`config.mk`:
```
export PLATFORM = sky130hd
export DESIGN_NAME = pc_sequencer_flat
export DESIGN_NICKNAME = d
export VERILOG_FILES = /design/src/rtl/pc_sequencer_if.sv /design/src/rtl/pc_sequencer.sv /design/src/flat_wrapper.sv
export SDC_FILE = /design/constraint.sdc
export NUM_CORES = 1
export LEC_CHECK = 0
export BUFFER_PORTS_ARGS = -buffer_cell sky130_fd_sc_hd__clkbuf_2
export CAP_MARGIN = 20
export CORE_MARGIN = 3
export CORE_UTILIZATION = 35
export CTS_CLUSTER_DIAMETER = 150
export DETAILED_ROUTE_END_ITERATION = 6
export GPL_TIMING_DRIVEN = 0
export HOLD_SLACK_MARGIN = 0.05
export PLACE_DENSITY = 0.54
export SYNTH_ARGS = -nofsm -noshare
export SYNTH_HDL_FRONTEND = slang
export SYNTH_SLANG_ARGS = --single-unit
```
`constraint.sdc`:
```
create_clock -name clk -period 3.11 [get_ports clk]
set_input_delay 0.311 -clock clk [delete_from_list [all_inputs] [get_ports clk]]
set_output_delay 0.311 -clock clk [all_outputs]
set_load 0.03 [all_outputs]
```
`src/rtl/pc_sequencer_if.sv`:
```
// pc_sequencer_if: the decoder/LUT/imem-facing bundle of the fetch-stage PC
// controller.
//   slave  : the sequencer. It takes start/stall/halt/branch controls and
//            lut_target, and drives lut_addr, pc, fetch, done and instr_count.
//   master : the decoder/bench side, the mirror image of slave.
// PC_W and CNT_W must match the parameters of the sequencer that is attached.
interface pc_sequencer_if #(
  parameter int PC_W  = 10,
  parameter int CNT_W = 16
);
  logic             start;
  logic             stall;
  logic             halt;
  logic             branch_en;
  logic             branch_cond;
  logic             rel_mode;
  logic [2:0]       lut_idx;
  logic [2:0]       lut_addr;
  logic [PC_W-1:0]  lut_target;
  logic [PC_W-1:0]  pc;
  logic             fetch;
  logic             done;
  logic [CNT_W-1:0] instr_count;

  modport slave (
    input  start, stall, halt, branch_en, branch_cond, rel_mode, lut_idx, lut_target,
    output lut_addr, pc, fetch, done, instr_count
  );

  modport master (
    output start, stall, halt, branch_en, branch_cond, rel_mode, lut_idx, lut_target,
    input  lut_addr, pc, fetch, done, instr_count
  );
endinterface

```
`src/rtl/pc_sequencer.sv`:
```
// pc_sequencer: program-counter controller for the 9-bit processor's fetch stage.
// It runs an IDLE/RUN/DONE state machine, advances or branches the PC, steers
// the branch-target LUT index, and keeps a saturating retired-instruction count.
// Ports:
//   clk  : rising-edge clock
//   rst  : asynchronous, active-high reset
//   bus  : pc_sequencer_if.slave, carrying the decoder controls, the LUT
//          address and target, and the pc/fetch/done/instr_count outputs
module pc_sequencer #(
  parameter int PC_W  = 10,
  parameter int CNT_W = 16
) (
  input  logic             clk,
  input  logic             rst,
  pc_sequencer_if.slave    bus
);
  typedef enum logic [1:0] {IDLE = 2'd0, RUN = 2'd1, DONE = 2'd2} state_t;

  state_t           state_q, state_d;
  logic [PC_W-1:0]  pc_q, pc_d;
  logic [CNT_W-1:0] cnt_q, cnt_d;

  always_ff @(posedge clk or posedge rst) begin
    if (rst) begin
      state_q <= IDLE;
      pc_q    <= '0;
      cnt_q   <= '0;
    end else begin
      state_q <= state_d;
      pc_q    <= pc_d;
      cnt_q   <= cnt_d;
    end
  end

  always_comb begin
    state_d = state_q;
    pc_d    = pc_q;
    cnt_d   = cnt_q;
    case (state_q)
      IDLE, DONE: begin
        if (bus.start) begin
          state_d = RUN;
          pc_d    = '0;
          cnt_d   = '0;
        end
      end
      RUN: begin
        // A stalled cycle retires nothing. The decoder re-presents the same
        // controls, so they can be ignored here.
        if (!bus.stall) begin
          // The halt instruction itself counts as retired.
          cnt_d = (cnt_q == {CNT_W{1'b1}}) ? cnt_q : cnt_q + CNT_W'(1);
          if (bus.halt) begin
            state_d = DONE;
          end else if (bus.branch_en && bus.branch_cond) begin
            // The relative target is two's complement, so a plain modular
            // add gives the signed offset.
            pc_d = bus.rel_mode ? pc_q + bus.lut_target : bus.lut_target;
          end else begin
            pc_d = pc_q + PC_W'(1);
          end
        end
      end
      default: state_d = IDLE;
    endcase
  end

  assign bus.lut_addr    = bus.lut_idx;
  assign bus.pc          = pc_q;
  assign bus.fetch       = (state_q == RUN) && !bus.stall;
  assign bus.done        = (state_q == DONE);
  assign bus.instr_count = cnt_q;
endmodule

```
`src/flat_wrapper.sv`:
```
// flat-port wrapper written by rule: the top's interface ports become plain ports
module pc_sequencer_flat 
#(
  parameter int PC_W  = 10,
  parameter int CNT_W = 16
)
  (clk, rst, bus_start, bus_stall, bus_halt, bus_branch_en, bus_branch_cond, bus_rel_mode, bus_lut_idx, bus_lut_target, bus_lut_addr, bus_pc, bus_fetch, bus_done, bus_instr_count);
  pc_sequencer_if #(.PC_W(PC_W), .CNT_W(CNT_W)) bus_i ();
  input  logic clk;
  input  logic rst;
  input wire logic [$bits(bus_i.start)-1:0] bus_start;
  input wire logic [$bits(bus_i.stall)-1:0] bus_stall;
  input wire logic [$bits(bus_i.halt)-1:0] bus_halt;
  input wire logic [$bits(bus_i.branch_en)-1:0] bus_branch_en;
  input wire logic [$bits(bus_i.branch_cond)-1:0] bus_branch_cond;
  input wire logic [$bits(bus_i.rel_mode)-1:0] bus_rel_mode;
  input wire logic [$bits(bus_i.lut_idx)-1:0] bus_lut_idx;
  input wire logic [$bits(bus_i.lut_target)-1:0] bus_lut_target;
  output wire logic [$bits(bus_i.lut_addr)-1:0] bus_lut_addr;
  output wire logic [$bits(bus_i.pc)-1:0] bus_pc;
  output wire logic [$bits(bus_i.fetch)-1:0] bus_fetch;
  output wire logic [$bits(bus_i.done)-1:0] bus_done;
  output wire logic [$bits(bus_i.instr_count)-1:0] bus_instr_count;
  assign bus_i.start = bus_start;
  assign bus_i.stall = bus_stall;
  assign bus_i.halt = bus_halt;
  assign bus_i.branch_en = bus_branch_en;
  assign bus_i.branch_cond = bus_branch_cond;
  assign bus_i.rel_mode = bus_rel_mode;
  assign bus_i.lut_idx = bus_lut_idx;
  assign bus_i.lut_target = bus_lut_target;
  assign bus_lut_addr = bus_i.lut_addr;
  assign bus_pc = bus_i.pc;
  assign bus_fetch = bus_i.fetch;
  assign bus_done = bus_i.done;
  assign bus_instr_count = bus_i.instr_count;
  pc_sequencer #(.PC_W(PC_W), .CNT_W(CNT_W)) u_core (.clk(clk), .rst(rst), .bus(bus_i));
endmodule
```
==> impl_metrics.tcl <==
set metrics [dict create \
    outcome "finished, final reports clean" \
    port_buffers 47 \
    final.setup.tns_ns 0 \
    r2r-start "u_core.bus.pc[6]" \
    initial_core_util_pct 36.7 \
    core_sq_um 5990 \
    n_antenna_cell 0 \
    rows 28 \
    yosysTopAreaCell "dfrtp_1" \
    powerDensity_nw_per_um2 586 \
    cts_buffers 3 \
    antenna_found_initial 0 \
    setup_ws_ns 0.728 \
    fin_crit_ns 2.38 \
    p_seq_share_pct 33.6 \
    grt_use_met1_pct 20.2 \
    synthArstFlopShare_pct 100 \
    vias 2017 \
    cp_data_required_time_ns 3.28 \
    p_leak_nw 1.24 \
    crit_arrival_ns 2.56 \
    cap_viol_max_count 0 \
    clockPowerShare_pct 15.0 \
    synth_top_area_share_pct 31.9 \
    post_cts_resize_count 0 \
    syn_inst 261 \
    ant_nets 0 \
    hold_path_end "u_core.state_q[0]" \
    final.setup_skew_ns 0.00364 \
    hp-class "in -> reg" \
    cts.sinks 28 \
    power_w 0.00154 \
    drt_iter0_drc 53 \
    sw_frac_of_total_pct 45.3 \
    end_kind "register" \
    netlist_top_cells_area "dfrtp_1, ha_1, o21ai_0" \
    clock_latency_ns 0.28 \
    cts_max_path_buffers 2 \
    drc 0 \
    finalCritPeriodShare_pct 76.6 \
    die_area_sq_um 7270 \
    dp_slack_ns 0.725 \
    synth-seq-area-share_pct 31.9 \
    io_pins 52 \
    seqCellArea_sq_um 701 \
    crit_type "reg -> reg" \
    grt_pass1_vias 1944 \
    rsz0062_at_grt "false" \
    drt-total-wl_um 5290 \
    h-tree-depth 1 \
    grt_util_met2_pct 25.5 \
    synthFlopType "dfrtp_1" \
    dpl.hpwl_um 4190 \
    syn_nets 294 \
    maxSlewHeadroom_pct 64.0 \
    grt_first_pass_wirelength_um 9050 \
    multi_input_area_sq_um 1400 \
    area_delta_synth_final_pct 19.2 \
    syn_avg_cell_area_sq_um 8.42 \
    crit_fanout 9 \
    grt-ovfl-total 0 \
    r2r_slack_ns 0.73 \
    synth_edf_count 0 \
    setup_viol 0 \
    ir_worst_vdd_v 0.000347 \
    p_int_w 0.000840 \
    hold_ws_ns 0.305 \
    fp.dieH_um 85.3 \
    busiest_layer "met2" \
    ys_ff_latch 28 \
    hp-start "bus_stall" \
    nNetsFinal 348 \
    yosys.cell_types.count 54 \
    r2r_end "u_core.bus.pc[9]" \
    power.switching_w 0.000696 \
    ys.warnings.count 0 \
    hold_depth 3 \
    viasPerCell 5.19 \
    gp_congestion 0.843 \
    grt_usage_pct 15.1 \
    cts_tree "done" \
    rr_worst_depth 8 \
    drt_pass1_iterations 4 \
    wl_per_cell_um 13.6 \
    cp-start-kind "register" \
    fin_util_pct 43.7 \
    finalMaxSlewViolations 0 \
    max_clock_freq_ghz 0.420 \
    final_layout_size_suffix_gt1_share_pct 23.2 \
    finalHoldViolations 0 \
    grt_start_max_net_pins 19 \
    grt_use_met3_pct 1.75 \
    syn_area_sq_um 2200 \
    p_comb_share_pct 51.4 \
    cts_setup_buffers 0 \
    die_w_um 85.3 \
    tightest_slew_ns 0.538 \
    cts-root-buf "clkbuf_8" \
    fill_cells 628 \
    clkTransAtPathRegs_ns 0.10 \
]
==> worst max path at each step <==
stage / from / end / cells after the start
2_1_floorplan: u_core.bus.pc[0] / u_core.bus.pc[6] / 9
3_3_place_gp: u_core.bus.pc[0] / u_core.bus.pc[8] / 9
3_5_place_dp: u_core.bus.pc[6] / u_core.bus.pc[9] / 8
4_1_cts: u_core.bus.pc[0] / u_core.bus.pc[8] / 9
5_1_grt: u_core.bus.pc[0] / u_core.bus.pc[8] / 9
6_report: u_core.bus.pc[6] / u_core.bus.pc[9] / 8
==> Yosys cell counts, types with 2 or more instances <==
| library cell | number |
|---|---|
| and2_4 | 2 |
| o21ai_0 | 27 |
| a21o_1 | 5 |
| a31oi_1 | 3 |
| nand2_1 | 28 |
| nor2_1 | 27 |
| clkbuf_1 | 7 |
| o22ai_1 | 2 |
| dfrtp_1 | 28 |
| o21a_1 | 2 |
| nand2b_1 | 2 |
| xnor2_1 | 5 |
| mux2i_1 | 4 |
| a21oi_1 | 11 |
| nand4_1 | 5 |
| a211oi_1 | 4 |
| inv_1 | 8 |
| and2_1 | 2 |
| buf_4 | 4 |
| o31ai_1 | 2 |
| a22o_1 | 3 |
| nor2b_1 | 3 |
| nor3_1 | 4 |
| and3_4 | 2 |
| and3_1 | 6 |
| nor4_1 | 2 |
| xor2_1 | 12 |
| ha_1 | 11 |
| o21bai_1 | 2 |
| or3_1 | 4 |
| nand3_1 | 11 |
==> metrics by stage <==
| step | instances | area [sq um] |
|---|---|---|
| after CTS | 389 | 2620 |
| after floorplan | 261 | 2200 |
| after global routing | 389 | 2620 |
| final | 389 | 2620 |
| after global placement | 383 | 2530 |
| after detailed placement | 384 | 2550 |
==> power by group through the flow <==
stage | Sequential (W) | Clock [W] | Combinational, W
floorplan | 0.000591 | 0 | 0.000521
global placement | 0.000525 | 0 | 0.000785
detailed placement | 0.000525 | 0 | 0.000794
CTS | 0.000518 | 0.000241 | 0.000799
global route | 0.000531 | 0.000247 | 0.000886
finish | 0.000516 | 0.000230 | 0.000789
==> cell families (layout without fill, tap and decap cells) <==
logic type / Yosys count / in the layout / share of synthesized area [%]
and+or+nand+nor: 109 / 109 / 26.3
muxes: 4 / 4 / 1.82
DFF: 28 / 28 / 31.9
adders and majority gates: 12 / 12 / 7.17
xor gates and xnor gates: 17 / 17 / 6.77
AOI/OAI and AO/OA: 71 / 71 / 21.6
buffers and inverters: 20 / 73 / 4.44
==> state kept, by name, summed over array words and instances, names as in the netlist <==
name,flops
u_core.bus.instr_count,16
u_core.bus.pc,10
u_core.state_q,2
==> layer usage <==
| metal | vias up | share of wire, % |
|---|---|---|
| li1 | 1038 | - |
| met1 | 921 | 46 |
| met2 | 54 | 47 |
| met3 | 4 | 5.9 |
| met4 | 0 | 0.79 |
| met5 | - | 0 |
==> placed cells by master (no fill, tap or decap), types with 3 or more instances in the layout <==
cell | Yosys | layout
clkbuf_2 | 0 | 47
nand2_1 | 28 | 28
dfrtp_1 | 28 | 28
nor2_1 | 27 | 27
o21ai_0 | 27 | 27
xor2_1 | 12 | 12
nand3_1 | 11 | 11
a21oi_1 | 11 | 11
ha_1 | 11 | 11
inv_1 | 8 | 8
clkbuf_1 | 7 | 7
and3_1 | 6 | 6
nand4_1 | 5 | 5
a21o_1 | 5 | 5
xnor2_1 | 5 | 5
buf_4 | 4 | 4
nor3_1 | 4 | 4
or3_1 | 4 | 4
a211oi_1 | 4 | 4
mux2i_1 | 4 | 4
clkbuf_8 | 0 | 4
nor2b_1 | 3 | 3
a31oi_1 | 3 | 3
a22o_1 | 3 | 3
==> repair_timing <==
action	4_1_cts	5_1_grt
hold endpoints to repair	10	0
endpoints found under the setup margin	0	0
hold buffers	1	0
==> cell type report <==
type | instances | share of cell area (%)
multi-input combinational | 213 | 53.4
sequential | 28 | 26.7
timing repair buffer | 49 | 10.4
tap | 75 | 3.58
buffer | 12 | 2.58
clock buffer | 4 | 2.10
inverter | 8 | 1.15
==> worst max-delay path, cell delays in order, from the launching register on <==
cell      delay (ns)
dfrtp_1         0.49
ha_1            0.32
clkbuf_1        0.26
a211oi_1        0.12
o21bai_1        0.27
mux2i_1         0.12
a211oi_1        0.30
xor2_1          0.14
o311ai_1        0.26
Power figures use the tool's default switching activity.
